[src/rtl/pipe_pkg.sv]
// Shared definitions for the pipeline hazard controller: forwarding-select
// encodings, FSM states, multi-cycle defaults and the register-match helper.
package pipe_pkg;

  localparam logic [1:0] FWD_RF  = 2'b00;
  localparam logic [1:0] FWD_EXE = 2'b01;
  localparam logic [1:0] FWD_MEM = 2'b10;

  localparam int MUL_CYCLES_DEF = 4;
  localparam int DIV_CYCLES_DEF = 32;
  localparam int CNT_W_DEF      = 6;

  typedef enum logic [0:0] {
    HZ_IDLE = 1'b0,
    HZ_BUSY = 1'b1
  } hz_state_e;

  // Register 0 is hardwired to zero, so a write to it never creates a dependency.
  function automatic logic reg_match(input logic we, input logic [4:0] wreg, input logic [4:0] r);
    return we && (wreg != 5'd0) && (wreg == r);
  endfunction

endpackage

[src/rtl/pipe_hazard_ctrl_if.sv]
// Hazard-control bundle between the pipeline datapath (master) and the
// hazard controller (slave).
interface pipe_hazard_ctrl_if;

  logic [4:0]  id_rs;
  logic [4:0]  id_rt;
  logic        id_rs_used;
  logic        id_rt_used;
  logic        id_is_muldiv;
  logic        id_is_div;
  logic        id_branch_taken;
  logic        exe_rf_we;
  logic [4:0]  exe_wreg;
  logic        exe_is_load;
  logic        mem_rf_we;
  logic [4:0]  mem_wreg;

  logic        pc_we;
  logic        fd_we;
  logic        fd_flush;
  logic        de_we;
  logic        de_bubble;
  logic        em_bubble;
  logic [1:0]  fwd_a_sel;
  logic [1:0]  fwd_b_sel;
  logic        muldiv_busy;
  logic [31:0] stall_cycles;

  modport master (
    output id_rs, id_rt, id_rs_used, id_rt_used, id_is_muldiv, id_is_div,
           id_branch_taken, exe_rf_we, exe_wreg, exe_is_load, mem_rf_we, mem_wreg,
    input  pc_we, fd_we, fd_flush, de_we, de_bubble, em_bubble,
           fwd_a_sel, fwd_b_sel, muldiv_busy, stall_cycles
  );

  modport slave (
    input  id_rs, id_rt, id_rs_used, id_rt_used, id_is_muldiv, id_is_div,
           id_branch_taken, exe_rf_we, exe_wreg, exe_is_load, mem_rf_we, mem_wreg,
    output pc_we, fd_we, fd_flush, de_we, de_bubble, em_bubble,
           fwd_a_sel, fwd_b_sel, muldiv_busy, stall_cycles
  );

endinterface

[src/rtl/pipe_fwd_unit.sv]
// Per-operand dependency check: forwarding select for one source register and
// a flag telling the controller the operand depends on the EXE instruction.
module pipe_fwd_unit
  import pipe_pkg::*;
(
  input  logic       i_reg_used,
  input  logic [4:0] i_reg,
  input  logic       i_exe_rf_we,
  input  logic [4:0] i_exe_wreg,
  input  logic       i_exe_is_load,
  input  logic       i_mem_rf_we,
  input  logic [4:0] i_mem_wreg,
  output logic       o_exe_hit,
  output logic [1:0] o_sel
);

  logic w_exe_match;
  logic w_mem_match;

  assign w_exe_match = i_reg_used && reg_match(i_exe_rf_we, i_exe_wreg, i_reg);
  assign w_mem_match = i_reg_used && reg_match(i_mem_rf_we, i_mem_wreg, i_reg);
  assign o_exe_hit   = w_exe_match;

  // Youngest producer wins; a load in EXE has no data yet, so it never feeds EXE/MEM Z.
  always_comb begin
    o_sel = FWD_RF;
    if (w_exe_match && !i_exe_is_load) begin
      o_sel = FWD_EXE;
    end else if (w_mem_match) begin
      o_sel = FWD_MEM;
    end else begin
      o_sel = FWD_RF;
    end
  end

endmodule

[src/rtl/pipe_hazard_ctrl.sv]
// Central hazard controller for the 5-stage pipeline: stage write enables,
// bubbles, branch flush, operand forwarding and multi-cycle MUL/DIV sequencing.
module pipe_hazard_ctrl
  import pipe_pkg::*;
#(
  parameter int MUL_CYCLES = MUL_CYCLES_DEF,
  parameter int DIV_CYCLES = DIV_CYCLES_DEF,
  parameter int CNT_W      = CNT_W_DEF
) (
  input  logic               clk,
  input  logic               rst,
  pipe_hazard_ctrl_if.slave  hz
);

  localparam logic [CNT_W-1:0] MUL_LOAD = CNT_W'(MUL_CYCLES - 1);
  localparam logic [CNT_W-1:0] DIV_LOAD = CNT_W'(DIV_CYCLES - 1);
  localparam logic [CNT_W-1:0] CNT_ONE  = {{(CNT_W-1){1'b0}}, 1'b1};
  localparam logic [CNT_W-1:0] CNT_ZERO = {CNT_W{1'b0}};

  hz_state_e        r_state;
  logic [CNT_W-1:0] r_cnt;
  logic [31:0]      r_stall_cycles;

  logic             w_rs_exe_hit;
  logic             w_rt_exe_hit;
  logic [1:0]       w_fwd_a;
  logic [1:0]       w_fwd_b;
  logic             w_busy;
  logic             w_load_use;
  logic             w_issue;
  logic [CNT_W-1:0] w_cnt_load;
  logic             w_pc_we;
  logic             w_fd_we;
  logic             w_de_we;
  logic             w_de_bubble;
  logic             w_em_bubble;
  logic             w_fd_flush;

  pipe_fwd_unit u_fwd_rs (
    .i_reg_used    (hz.id_rs_used),
    .i_reg         (hz.id_rs),
    .i_exe_rf_we   (hz.exe_rf_we),
    .i_exe_wreg    (hz.exe_wreg),
    .i_exe_is_load (hz.exe_is_load),
    .i_mem_rf_we   (hz.mem_rf_we),
    .i_mem_wreg    (hz.mem_wreg),
    .o_exe_hit     (w_rs_exe_hit),
    .o_sel         (w_fwd_a)
  );

  pipe_fwd_unit u_fwd_rt (
    .i_reg_used    (hz.id_rt_used),
    .i_reg         (hz.id_rt),
    .i_exe_rf_we   (hz.exe_rf_we),
    .i_exe_wreg    (hz.exe_wreg),
    .i_exe_is_load (hz.exe_is_load),
    .i_mem_rf_we   (hz.mem_rf_we),
    .i_mem_wreg    (hz.mem_wreg),
    .o_exe_hit     (w_rt_exe_hit),
    .o_sel         (w_fwd_b)
  );

  assign w_busy     = (r_state == HZ_BUSY);
  assign w_load_use = hz.exe_is_load && (w_rs_exe_hit || w_rt_exe_hit);
  assign w_cnt_load = hz.id_is_div ? DIV_LOAD : MUL_LOAD;
  // A MUL/DIV only counts as issued when it really enters EXE this cycle.
  assign w_issue    = w_de_we && !w_de_bubble && hz.id_is_muldiv;

  // Stage control, in priority order: reset, busy EXE, load-use, branch flush, normal flow.
  always_comb begin
    w_pc_we     = 1'b1;
    w_fd_we     = 1'b1;
    w_de_we     = 1'b1;
    w_de_bubble = 1'b0;
    w_em_bubble = 1'b0;
    w_fd_flush  = 1'b0;
    if (rst) begin
      w_pc_we     = 1'b0;
      w_fd_we     = 1'b0;
      w_de_we     = 1'b0;
      w_de_bubble = 1'b1;
      w_em_bubble = 1'b1;
    end else if (w_busy) begin
      w_pc_we     = 1'b0;
      w_fd_we     = 1'b0;
      w_de_we     = 1'b0;
      w_em_bubble = 1'b1;
    end else if (w_load_use) begin
      w_pc_we     = 1'b0;
      w_fd_we     = 1'b0;
      w_de_bubble = 1'b1;
    end else if (hz.id_branch_taken) begin
      w_fd_flush  = 1'b1;
    end else begin
      w_fd_flush  = 1'b0;
    end
  end

  // MUL/DIV occupancy FSM; a one-cycle op never leaves IDLE.
  always_ff @(posedge clk or posedge rst) begin
    if (rst) begin
      r_state <= HZ_IDLE;
      r_cnt   <= CNT_ZERO;
    end else begin
      case (r_state)
        HZ_IDLE: begin
          if (w_issue && (w_cnt_load != CNT_ZERO)) begin
            r_state <= HZ_BUSY;
            r_cnt   <= w_cnt_load;
          end else begin
            r_state <= HZ_IDLE;
            r_cnt   <= CNT_ZERO;
          end
        end
        HZ_BUSY: begin
          r_cnt <= r_cnt - CNT_ONE;
          if (r_cnt == CNT_ONE) begin
            r_state <= HZ_IDLE;
          end else begin
            r_state <= HZ_BUSY;
          end
        end
        default: begin
          r_state <= HZ_IDLE;
          r_cnt   <= CNT_ZERO;
        end
      endcase
    end
  end

  // Saturating count of cycles in which the PC was held.
  always_ff @(posedge clk or posedge rst) begin
    if (rst) begin
      r_stall_cycles <= 32'd0;
    end else if (!w_pc_we && (r_stall_cycles != 32'hFFFF_FFFF)) begin
      r_stall_cycles <= r_stall_cycles + 32'd1;
    end else begin
      r_stall_cycles <= r_stall_cycles;
    end
  end

  assign hz.pc_we        = w_pc_we;
  assign hz.fd_we        = w_fd_we;
  assign hz.de_we        = w_de_we;
  assign hz.de_bubble    = w_de_bubble;
  assign hz.em_bubble    = w_em_bubble;
  assign hz.fd_flush     = w_fd_flush;
  assign hz.fwd_a_sel    = rst ? FWD_RF : w_fwd_a;
  assign hz.fwd_b_sel    = rst ? FWD_RF : w_fwd_b;
  assign hz.muldiv_busy  = w_busy;
  assign hz.stall_cycles = r_stall_cycles;

endmodule

[src/flat_wrapper.sv]
// flat-port wrapper written by rule: the top's interface ports become plain ports
module pipe_hazard_ctrl_flat import pipe_pkg::*;
#(
  parameter int MUL_CYCLES = MUL_CYCLES_DEF,
  parameter int DIV_CYCLES = DIV_CYCLES_DEF,
  parameter int CNT_W      = CNT_W_DEF
)
  (clk, rst, hz_id_rs, hz_id_rt, hz_id_rs_used, hz_id_rt_used, hz_id_is_muldiv, hz_id_is_div, hz_id_branch_taken, hz_exe_rf_we, hz_exe_wreg, hz_exe_is_load, hz_mem_rf_we, hz_mem_wreg, hz_pc_we, hz_fd_we, hz_fd_flush, hz_de_we, hz_de_bubble, hz_em_bubble, hz_fwd_a_sel, hz_fwd_b_sel, hz_muldiv_busy, hz_stall_cycles);
  pipe_hazard_ctrl_if hz_i ();
  input  logic clk;
  input  logic rst;
  input wire logic [$bits(hz_i.id_rs)-1:0] hz_id_rs;
  input wire logic [$bits(hz_i.id_rt)-1:0] hz_id_rt;
  input wire logic [$bits(hz_i.id_rs_used)-1:0] hz_id_rs_used;
  input wire logic [$bits(hz_i.id_rt_used)-1:0] hz_id_rt_used;
  input wire logic [$bits(hz_i.id_is_muldiv)-1:0] hz_id_is_muldiv;
  input wire logic [$bits(hz_i.id_is_div)-1:0] hz_id_is_div;
  input wire logic [$bits(hz_i.id_branch_taken)-1:0] hz_id_branch_taken;
  input wire logic [$bits(hz_i.exe_rf_we)-1:0] hz_exe_rf_we;
  input wire logic [$bits(hz_i.exe_wreg)-1:0] hz_exe_wreg;
  input wire logic [$bits(hz_i.exe_is_load)-1:0] hz_exe_is_load;
  input wire logic [$bits(hz_i.mem_rf_we)-1:0] hz_mem_rf_we;
  input wire logic [$bits(hz_i.mem_wreg)-1:0] hz_mem_wreg;
  output wire logic [$bits(hz_i.pc_we)-1:0] hz_pc_we;
  output wire logic [$bits(hz_i.fd_we)-1:0] hz_fd_we;
  output wire logic [$bits(hz_i.fd_flush)-1:0] hz_fd_flush;
  output wire logic [$bits(hz_i.de_we)-1:0] hz_de_we;
  output wire logic [$bits(hz_i.de_bubble)-1:0] hz_de_bubble;
  output wire logic [$bits(hz_i.em_bubble)-1:0] hz_em_bubble;
  output wire logic [$bits(hz_i.fwd_a_sel)-1:0] hz_fwd_a_sel;
  output wire logic [$bits(hz_i.fwd_b_sel)-1:0] hz_fwd_b_sel;
  output wire logic [$bits(hz_i.muldiv_busy)-1:0] hz_muldiv_busy;
  output wire logic [$bits(hz_i.stall_cycles)-1:0] hz_stall_cycles;
  assign hz_i.id_rs = hz_id_rs;
  assign hz_i.id_rt = hz_id_rt;
  assign hz_i.id_rs_used = hz_id_rs_used;
  assign hz_i.id_rt_used = hz_id_rt_used;
  assign hz_i.id_is_muldiv = hz_id_is_muldiv;
  assign hz_i.id_is_div = hz_id_is_div;
  assign hz_i.id_branch_taken = hz_id_branch_taken;
  assign hz_i.exe_rf_we = hz_exe_rf_we;
  assign hz_i.exe_wreg = hz_exe_wreg;
  assign hz_i.exe_is_load = hz_exe_is_load;
  assign hz_i.mem_rf_we = hz_mem_rf_we;
  assign hz_i.mem_wreg = hz_mem_wreg;
  assign hz_pc_we = hz_i.pc_we;
  assign hz_fd_we = hz_i.fd_we;
  assign hz_fd_flush = hz_i.fd_flush;
  assign hz_de_we = hz_i.de_we;
  assign hz_de_bubble = hz_i.de_bubble;
  assign hz_em_bubble = hz_i.em_bubble;
  assign hz_fwd_a_sel = hz_i.fwd_a_sel;
  assign hz_fwd_b_sel = hz_i.fwd_b_sel;
  assign hz_muldiv_busy = hz_i.muldiv_busy;
  assign hz_stall_cycles = hz_i.stall_cycles;
  pipe_hazard_ctrl #(.MUL_CYCLES(MUL_CYCLES), .DIV_CYCLES(DIV_CYCLES), .CNT_W(CNT_W)) u_core (.clk(clk), .rst(rst), .hz(hz_i));
endmodule
[config.mk]
export PLATFORM = sky130hd
export DESIGN_NAME = pipe_hazard_ctrl_flat
export DESIGN_NICKNAME = d
export VERILOG_FILES = /design/src/rtl/pipe_pkg.sv /design/src/rtl/pipe_hazard_ctrl_if.sv /design/src/rtl/pipe_fwd_unit.sv /design/src/rtl/pipe_hazard_ctrl.sv /design/src/flat_wrapper.sv
export SDC_FILE = /design/constraint.sdc
export NUM_CORES = 1
export LEC_CHECK = 0
export ABC_AREA = 1
export BUFFER_PORTS_ARGS = -buffer_cell sky130_fd_sc_hd__buf_2
export CAP_MARGIN = 20
export CORE_MARGIN = 2
export CORE_UTILIZATION = 40
export DETAILED_ROUTE_END_ITERATION = 8
export GPL_TIMING_DRIVEN = 0
export PLACE_DENSITY = 0.68
export SLEW_MARGIN = 20
export SYNTH_ARGS = -nofsm -noshare
export SYNTH_HDL_FRONTEND = slang
export SYNTH_SLANG_ARGS = --single-unit
export TNS_END_PERCENT = 10
[constraint.sdc]
create_clock -name clk -period 6.5 [get_ports clk]
set_clock_uncertainty 0.05 [all_clocks]
set_input_delay 1.3 -clock clk [delete_from_list [all_inputs] [get_ports clk]]
set_output_delay 1.3 -clock clk [all_outputs]
set_load 0.01 [all_outputs]
==> impl_metrics.env, run 1 <==
export IMPL_synth_top_area_share_pct=31.9
export IMPL_cts_resized_gates=0
export IMPL_nNetsFinal=596
export IMPL_cts_tree="yes"
export IMPL_met2_usage_pct=38.5
export IMPL_ys_types=30
export IMPL_fill_cells=786
export IMPL_pwr_share_seq_pct=40.7
export IMPL_avgSynthCellArea_sq_um=6.33
export IMPL_multi_input_area_sq_mm=0.00177
export IMPL_hold_class="reg -> reg"
export IMPL_r2r_slack_ns=4.32
export IMPL_first_pass_iters=5
export IMPL_drv_cap=0
export IMPL_worst_slew_pin_slew_ns=0.391
export IMPL_grt_overflow=0
export IMPL_final_hold_viol_count=0
export IMPL_grt_pass1_wl_mm=15.3
export IMPL_cts_sinks=39
export IMPL_antenna_found_initial=0
export IMPL_clockRootBuffer="clkbuf_8"
export IMPL_synth_simple_area_share_pct=46.3
export IMPL_fin_crit_ns=4.10
export IMPL_area_delta_synth_final_pct=19.4
export IMPL_syn_inst=483
export IMPL_ys_ff_latch=39
export IMPL_drc=0
export IMPL_swShare_pct=39.8
export IMPL_status="finished, final reports clean"
export IMPL_dr_total_vias=3322
export IMPL_final_setup_viol_count=0
export IMPL_crit_path_end_kind="output pin"
export IMPL_vdd_ir_drop_max_uv=165
export IMPL_ant_nets=0
export IMPL_synth_xor_area_share_pct=5.73
export IMPL_yosysSeqAreaShare_pct=31.9
export IMPL_hold_ws_ns=0.446
export IMPL_synth_top_family_by_area="simple AND/OR/NAND/NOR gates"
export IMPL_netlist_area_sq_mm=0.00306
export IMPL_start_kind="primary input"
export IMPL_post_route_period_util_pct=63.1
export IMPL_first_global_vias=3097
export IMPL_p_clk_share_pct=20.8
export IMPL_cp_max_fo=10
export IMPL_syn_num_nets=516
export IMPL_io_pins=73
export IMPL_path_class="in -> out"
export IMPL_crit_required_ns=5.15
export IMPL_top_usage_layer="met2"
export IMPL_grt_max_degree=27
export IMPL_route_detailed_wl_per_inst_um=13.8
export IMPL_setup_tns_ns=0
export IMPL_power_switching_w=0.000327
export IMPL_drt_wl_total_mm=9.14
export IMPL_regArea_sq_um=976
export IMPL_cts_path_max_buffers=2
export IMPL_grt_util_met1_pct=30.7
export IMPL_ys_warn_count=0
export IMPL_arrival_ns=2.75
export IMPL_cts_hold_buf=0
export IMPL_p_leak_nw=1.99
export IMPL_row_count=31
export IMPL_p_per_area_mw_per_mm2=225
export IMPL_clk_latency_ns=0.29
export IMPL_drv_slew=0
export IMPL_fmax_mhz=244
export IMPL_coreArea_sq_mm=0.00733
export IMPL_synth_compound_area_share_pct=4.71
export IMPL_synthAdderAreaFrac_pct=1.23
export IMPL_rsz0062_at_grt="no"
export IMPL_synthMuxAreaShare_pct=0
export IMPL_port_buffer_count=72
export IMPL_via_per_inst=5.02
export IMPL_clk_pin_slew_worst_paths_ns=0.08
export IMPL_hpwl_mm=7.30
export IMPL_initial_utilization_pct=41.7
export IMPL_cts_setup_buffers=0
export IMPL_synth_area_leader_cell="dfrtp_1"
export IMPL_cts_made_buffers=5
export IMPL_power_frac_comb_pct=38.5
export IMPL_initialDrtViolationCount=170
export IMPL_use_met3_pct=3.57
export IMPL_htreeDepth=2
export IMPL_grt_usage_pct=22.5
export IMPL_drive_gt1_share_pct=19.0
export IMPL_synth_area_top_cells="dfrtp_1, nand2_1, nand3_1, inv_1, nor2_1"
export IMPL_internal_power_w=0.000496
export IMPL_die_area_sq_mm=0.00836
export IMPL_die_w_um=91.4
export IMPL_gp_congestion=0.991
export IMPL_die_h_um=91.4
export IMPL_maxSlewHeadroom_pct=73.7
export IMPL_diodes=0
power groups by stage:
stage | sequential [W] | clock [W] | combinational, W
3_5_place_dp | 0.000340 | 0 | 0.000319
6_report | 0.000335 | 0.000171 | 0.000317
4_1_cts | 0.000335 | 0.000177 | 0.000321
5_1_grt | 0.000343 | 0.000188 | 0.000359
2_1_floorplan | 0.000340 | 0 | 0.000210
3_3_place_gp | 0.000338 | 0 | 0.000310
logic make-up after synthesis:
group | count (synthesis)
XOR/XNOR | 20
adder cells (fa/ha/maj) | 3
flip-flops | 39
buffers and inverters | 69
AO/OA/AOI/OAI | 24
AND/OR/NAND/NOR | 328
synthesized netlist by cell type:
library cell and count:
o22ai_1 6, nand2_4 1, nor3_1 15, dfrtp_1 39, a21oi_1 5, nor2_4 2, o21ai_1 1, nand2_2 4
nand3b_1 5, xor2_1 16, nand4_1 5, nand2_1 186, buf_6 4, nor3_2 3, a221oi_1 1, buf_2 3
o2111ai_1 1, or3_1 1, inv_1 54, o211ai_1 1, ha_1 3, o41ai_1 1, nand3_1 51, nand4_4 1
inv_2 4, a21boi_1 1, xnor2_1 4, nor2_1 54, buf_4 4, o21ai_0 7
placed cells by master (no fill, tap or decap), drive strengths merged:
cell type and instances:
o22ai 6, nand2 191, buf 84, clkbuf 6, nor3 18, ha 3
o2111ai 1, inv 58, nor2 56, xor2 16, o41ai 1, dfrtp 39
nand3 51, a21oi 5, nand4 6, xnor2 4, or3 1, a221oi 1
a21boi 1, o21ai 8, o211ai 1, clkinv 1, nand3b 5
path summary, 6_finish.rpt:
kind / from / endpoint / depth (start not counted)
worst max-delay path: hz_exe_wreg[4] / hz_pc_we / 15
worst min-delay path: u_core.r_cnt[0] / u_core.r_cnt[0] / 1
worst max register to register: u_core.hz.stall_cycles[0] / u_core.hz.stall_cycles[22] / 9
worst min register to register: u_core.r_cnt[0] / u_core.r_cnt[0] / 1
max in group asynchronous: rst / u_core.hz.stall_cycles[17] / 3
min in group asynchronous: rst / u_core.hz.stall_cycles[13] / 2
registers in the layout (all words and copies together), names as in the netlist:
| name | flops |
|---|---|
| u_core.hz.stall_cycles | 32 |
| u_core.hz.muldiv_busy | 1 |
| u_core.r_cnt | 6 |
per-stage QoR:
| step | utilization, % | power, W | setup slack, ns | cells | instance area, sq um |
|---|---|---|---|---|---|
| finish | 49.8 | 0.000823 | 2.40 | 662 | 3650 |
| global route | 49.8 | 0.000890 | 2.22 | 662 | 3650 |
| CTS | 49.8 | 0.000833 | 2.39 | 662 | 3650 |
| detailed placement | 48.6 | 0.000659 | 2.39 | 655 | 3560 |
| global placement | 48.3 | 0.000648 | 1.77 | 654 | 3540 |
| floorplan | - | 0.000550 | 2.46 | 483 | 3060 |
worst max-delay path, stage by stage:
cell     delay [ns]
buf_2          0.12
inv_2          0.08
nand2_1        0.05
nand2_1        0.05
nand2_1        0.05
nor2_1         0.12
nand3_1        0.08
nand2_1        0.07
nand2_2        0.07
nand2_2        0.10
buf_6          0.16
buf_4          0.19
inv_1          0.06
buf_4          0.12
buf_2          0.13
area by class of cell:
cell class,count,area share [%]
inverter,58,5.97
sequential,39,26.7
buffer,11,2.47
tap,99,3.40
clock inverter,1,0.137
clock buffer,6,2.26
timing repair buffer,73,10.4
multi-input combinational,375,48.6
layer usage:
metal  wire, um  up-vias  part of all wire (%)
met1       4340     1540                    47
met2       4230      101                    46
met4         44        0                  0.48
met5          0        -                     0
met3        528        6                   5.8
li1           -     1675                     -
Note: power is estimated with default switching activity, not from simulation.
==> run 2, diff against run 1 <==
--- a/config.mk
+++ b/config.mk
@@ -5,14 +5,14 @@
 export SDC_FILE = /design/constraint.sdc
 export NUM_CORES = 1
 export LEC_CHECK = 0
-export ABC_AREA = 1
+export ABC_AREA = 0
 export BUFFER_PORTS_ARGS = -buffer_cell sky130_fd_sc_hd__buf_2
 export CAP_MARGIN = 20
 export CORE_MARGIN = 2
 export CORE_UTILIZATION = 40
 export DETAILED_ROUTE_END_ITERATION = 8
 export GPL_TIMING_DRIVEN = 0
-export PLACE_DENSITY = 0.68
+export PLACE_DENSITY = 0.74
 export SLEW_MARGIN = 20
 export SYNTH_ARGS = -nofsm -noshare
 export SYNTH_HDL_FRONTEND = slang
==> constraint.sdc (replaced) <==
create_clock -name clk -period 3.5 [get_ports clk]
set_clock_uncertainty 0.05 [all_clocks]
set_input_delay 0.7 -clock clk [delete_from_list [all_inputs] [get_ports clk]]
set_output_delay 0.7 -clock clk [all_outputs]
set_load 0.01 [all_outputs]
==> impl_metrics.env, run 2 <==
export IMPL_status="finished, final reports clean"
export IMPL_cts_path_max_buffers=2
export IMPL_crit_path_end_kind="output pin"
export IMPL_ant_nets=0
export IMPL_grt_overflow=0
export IMPL_clk_latency_ns=0.29
export IMPL_vdd_ir_drop_max_uv=237
export IMPL_p_per_area_mw_per_mm2=488
export IMPL_avgSynthCellArea_sq_um=9.85
export IMPL_clk_pin_slew_worst_paths_ns=0.08
export IMPL_dr_wl_met2_mm=2.45
export IMPL_synth_top_cells_by_count="xor2_1, dfrtp_1, nand2_1"
export IMPL_area_delta_synth_final_pct=25.4
export IMPL_r2r_slack_ns=1.25
export IMPL_cts_made_buffers=5
export IMPL_hpwl_mm=3.83
export IMPL_dr_total_vias=1893
export IMPL_setup_tns_ns=0
export IMPL_die_h_um=78.1
export IMPL_nNetsFinal=336
export IMPL_cts_tree="yes"
export IMPL_gp_congestion=0.872
export IMPL_synth_edf_count=0
export IMPL_grt_usage_pct=18.0
export IMPL_first_global_vias=1904
export IMPL_htreeDepth=2
export IMPL_final_hold_viol_count=0
export IMPL_port_buffer_count=72
export IMPL_synth_area_top_cells="dfrtp_1, xor2_1, xnor2_1, nand2_1, nor2_1"
export IMPL_drv_cap=0
export IMPL_first_pass_iters=4
export IMPL_hold_class="in -> async"
export IMPL_timing_rr_start="u_core.hz.stall_cycles[1]"
export IMPL_drv_slew=0
export IMPL_reg2reg_depth=7
export IMPL_yosysSeqAreaShare_pct=44.4
export IMPL_synth_top_area_share_pct=44.4
export IMPL_top_layer="met4"
export IMPL_post_route_period_util_pct=85.5
export IMPL_clockRootBuffer="clkbuf_8"
export IMPL_via_per_inst=5.06
export IMPL_place_ws_ns=0.506
export IMPL_maxSlewHeadroom_pct=60.9
export IMPL_mostFrequentLayoutCells="buf_2, xor2_1, dfrtp_1"
export IMPL_met3WireLength_um=301
export IMPL_drive_gt1_share_pct=31.6
export IMPL_async_reset_ff_share_pct=100
export IMPL_route_detailed_wl_per_inst_um=13.2
export IMPL_path_class="in -> out"
export IMPL_yosysMostFrequentCell="xor2_1"
export IMPL_hold_ws_ns=0.411
export IMPL_start_kind="primary input"
export IMPL_p_leak_nw=1.29
export IMPL_syn_num_nets=256
export IMPL_cts_resized_gates=0
export IMPL_ys_types=30
export IMPL_netlist_area_sq_mm=0.00220
export IMPL_initialDrtViolationCount=101
export IMPL_grt_max_degree=23
export IMPL_drc=0
export IMPL_cts_hold_buf=0
export IMPL_cts_setup_buffers=0
export IMPL_die_w_um=78.1
export IMPL_fill_cells=507
export IMPL_initial_utilization_pct=42.2
export IMPL_coreArea_sq_mm=0.00520
export IMPL_arrival_ns=2.24
export IMPL_largest_register_ffs=32
export IMPL_met1Wirelength_mm=2.10
export IMPL_antenna_found_initial=0
export IMPL_syn_inst=223
export IMPL_synth_area_leader_cell="dfrtp_1"
export IMPL_yosys_most_used_dff="dfrtp_1"
export IMPL_crit_required_ns=2.75
export IMPL_final_setup_viol_count=0
export IMPL_ys_warn_count=0
export IMPL_mostFrequentLayoutCell="buf_2"
export IMPL_r2r_end="u_core.hz.stall_cycles[1]"
export IMPL_fin_crit_ns=2.99
export IMPL_rsz0062_at_grt="no"
export IMPL_worst_slew_pin_slew_ns=0.584
export IMPL_fmax_mhz=334
export IMPL_grt_pass1_wl_mm=8.71
export IMPL_fin_ws_ns=0.508
export IMPL_drt_wl_total_mm=4.94
export IMPL_ys_ff_latch=39
export IMPL_io_pins=73
export IMPL_diodes=0
export IMPL_row_count=26
export IMPL_cts_sinks=39
export IMPL_startpoint="hz_exe_wreg[0]"
export IMPL_die_area_sq_mm=0.00610
export IMPL_cp_max_fo=5
[run 2: cell count changes after synthesis, sizes merged, moves of 7 or more]
cell,delta
buf,-8
nand3,-38
nor2,-37
xor2,+24
inv,-48
xnor2,+11
nand2,-168
and3,+7
[run 2: worst max-delay path: stages]
cell,delay (ns)
buf_2,0.13
or4_1,0.51
o21a_1,0.24
o211ai_4,0.14
and2_1,0.27
buf_4,0.14
buf_2,0.11
[run 2: worst max path at each step]
| stage | to | slack, ns | cells after the start |
|---|---|---|---|
| floorplan | hz_pc_we | 0.25 | 5 |
| global placement | hz_pc_we | -0.17 | 7 |
| detailed placement | hz_pc_we | 0.51 | 7 |
| CTS | hz_pc_we | 0.50 | 7 |
| global route | hz_pc_we | 0.43 | 7 |
| finish | hz_pc_we | 0.51 | 7 |
[run 2: cells by family (layout without fill, tap and decap cells)]
kind of cell | Yosys count | count (layout) | synth area share (%)
AND/OR/NAND/NOR | 99 | 99 | 23.6
adder cells (fa/ha/maj) | 3 | 3 | 1.71
flip-flops | 39 | 39 | 44.4
XOR/XNOR | 55 | 55 | 21.9
multiplexers | 1 | 1 | 0.513
buffers and inverters | 13 | 94 | 2.91
AO/OA/AOI/OAI | 13 | 13 | 4.90
[run 2: area by class of cell]
class	instances	area (sq um)	share of cell area, %
well taps	70	87.6	3.18
flip-flops and latches	39	976	35.5
clock inverters	1	5.00	0.182
repair buffers	73	388	14.1
multi-input cells	171	1160	42.0
clock buffers	7	76.3	2.77
plain buffers	3	26.3	0.955
inverters	10	37.5	1.36
[run 2: metal layers]
layer  track usage, %  vias up
li1                 -      921
met2             31.6       60
met4             6.32        0
met1             21.4      907
met5                0        -
met3             4.25        5
[run 2: report_power, final]
part           internal [W]  leakage [nW]  switching, W  total, W
logic              0.000198         0.783      0.000240  0.000438
registers          0.000531         0.463     0.0000782  0.000609
clock network      0.000140        0.0422      0.000156  0.000296
total              0.000869          1.29      0.000474   0.00134
[run 2: stage by stage]
| stage | instances | utilization (%) | total power, W | cell area, sq um |
|---|---|---|---|---|
| finish | 374 | 52.9 | 0.00134 | 2750 |
| floorplan | 223 | - | 0.000902 | 2200 |
| global placement | 365 | 50.8 | 0.00104 | 2640 |
| CTS | 374 | 52.9 | 0.00136 | 2750 |
| detailed placement | 366 | 51.3 | 0.00106 | 2670 |
| global route | 374 | 52.9 | 0.00145 | 2750 |
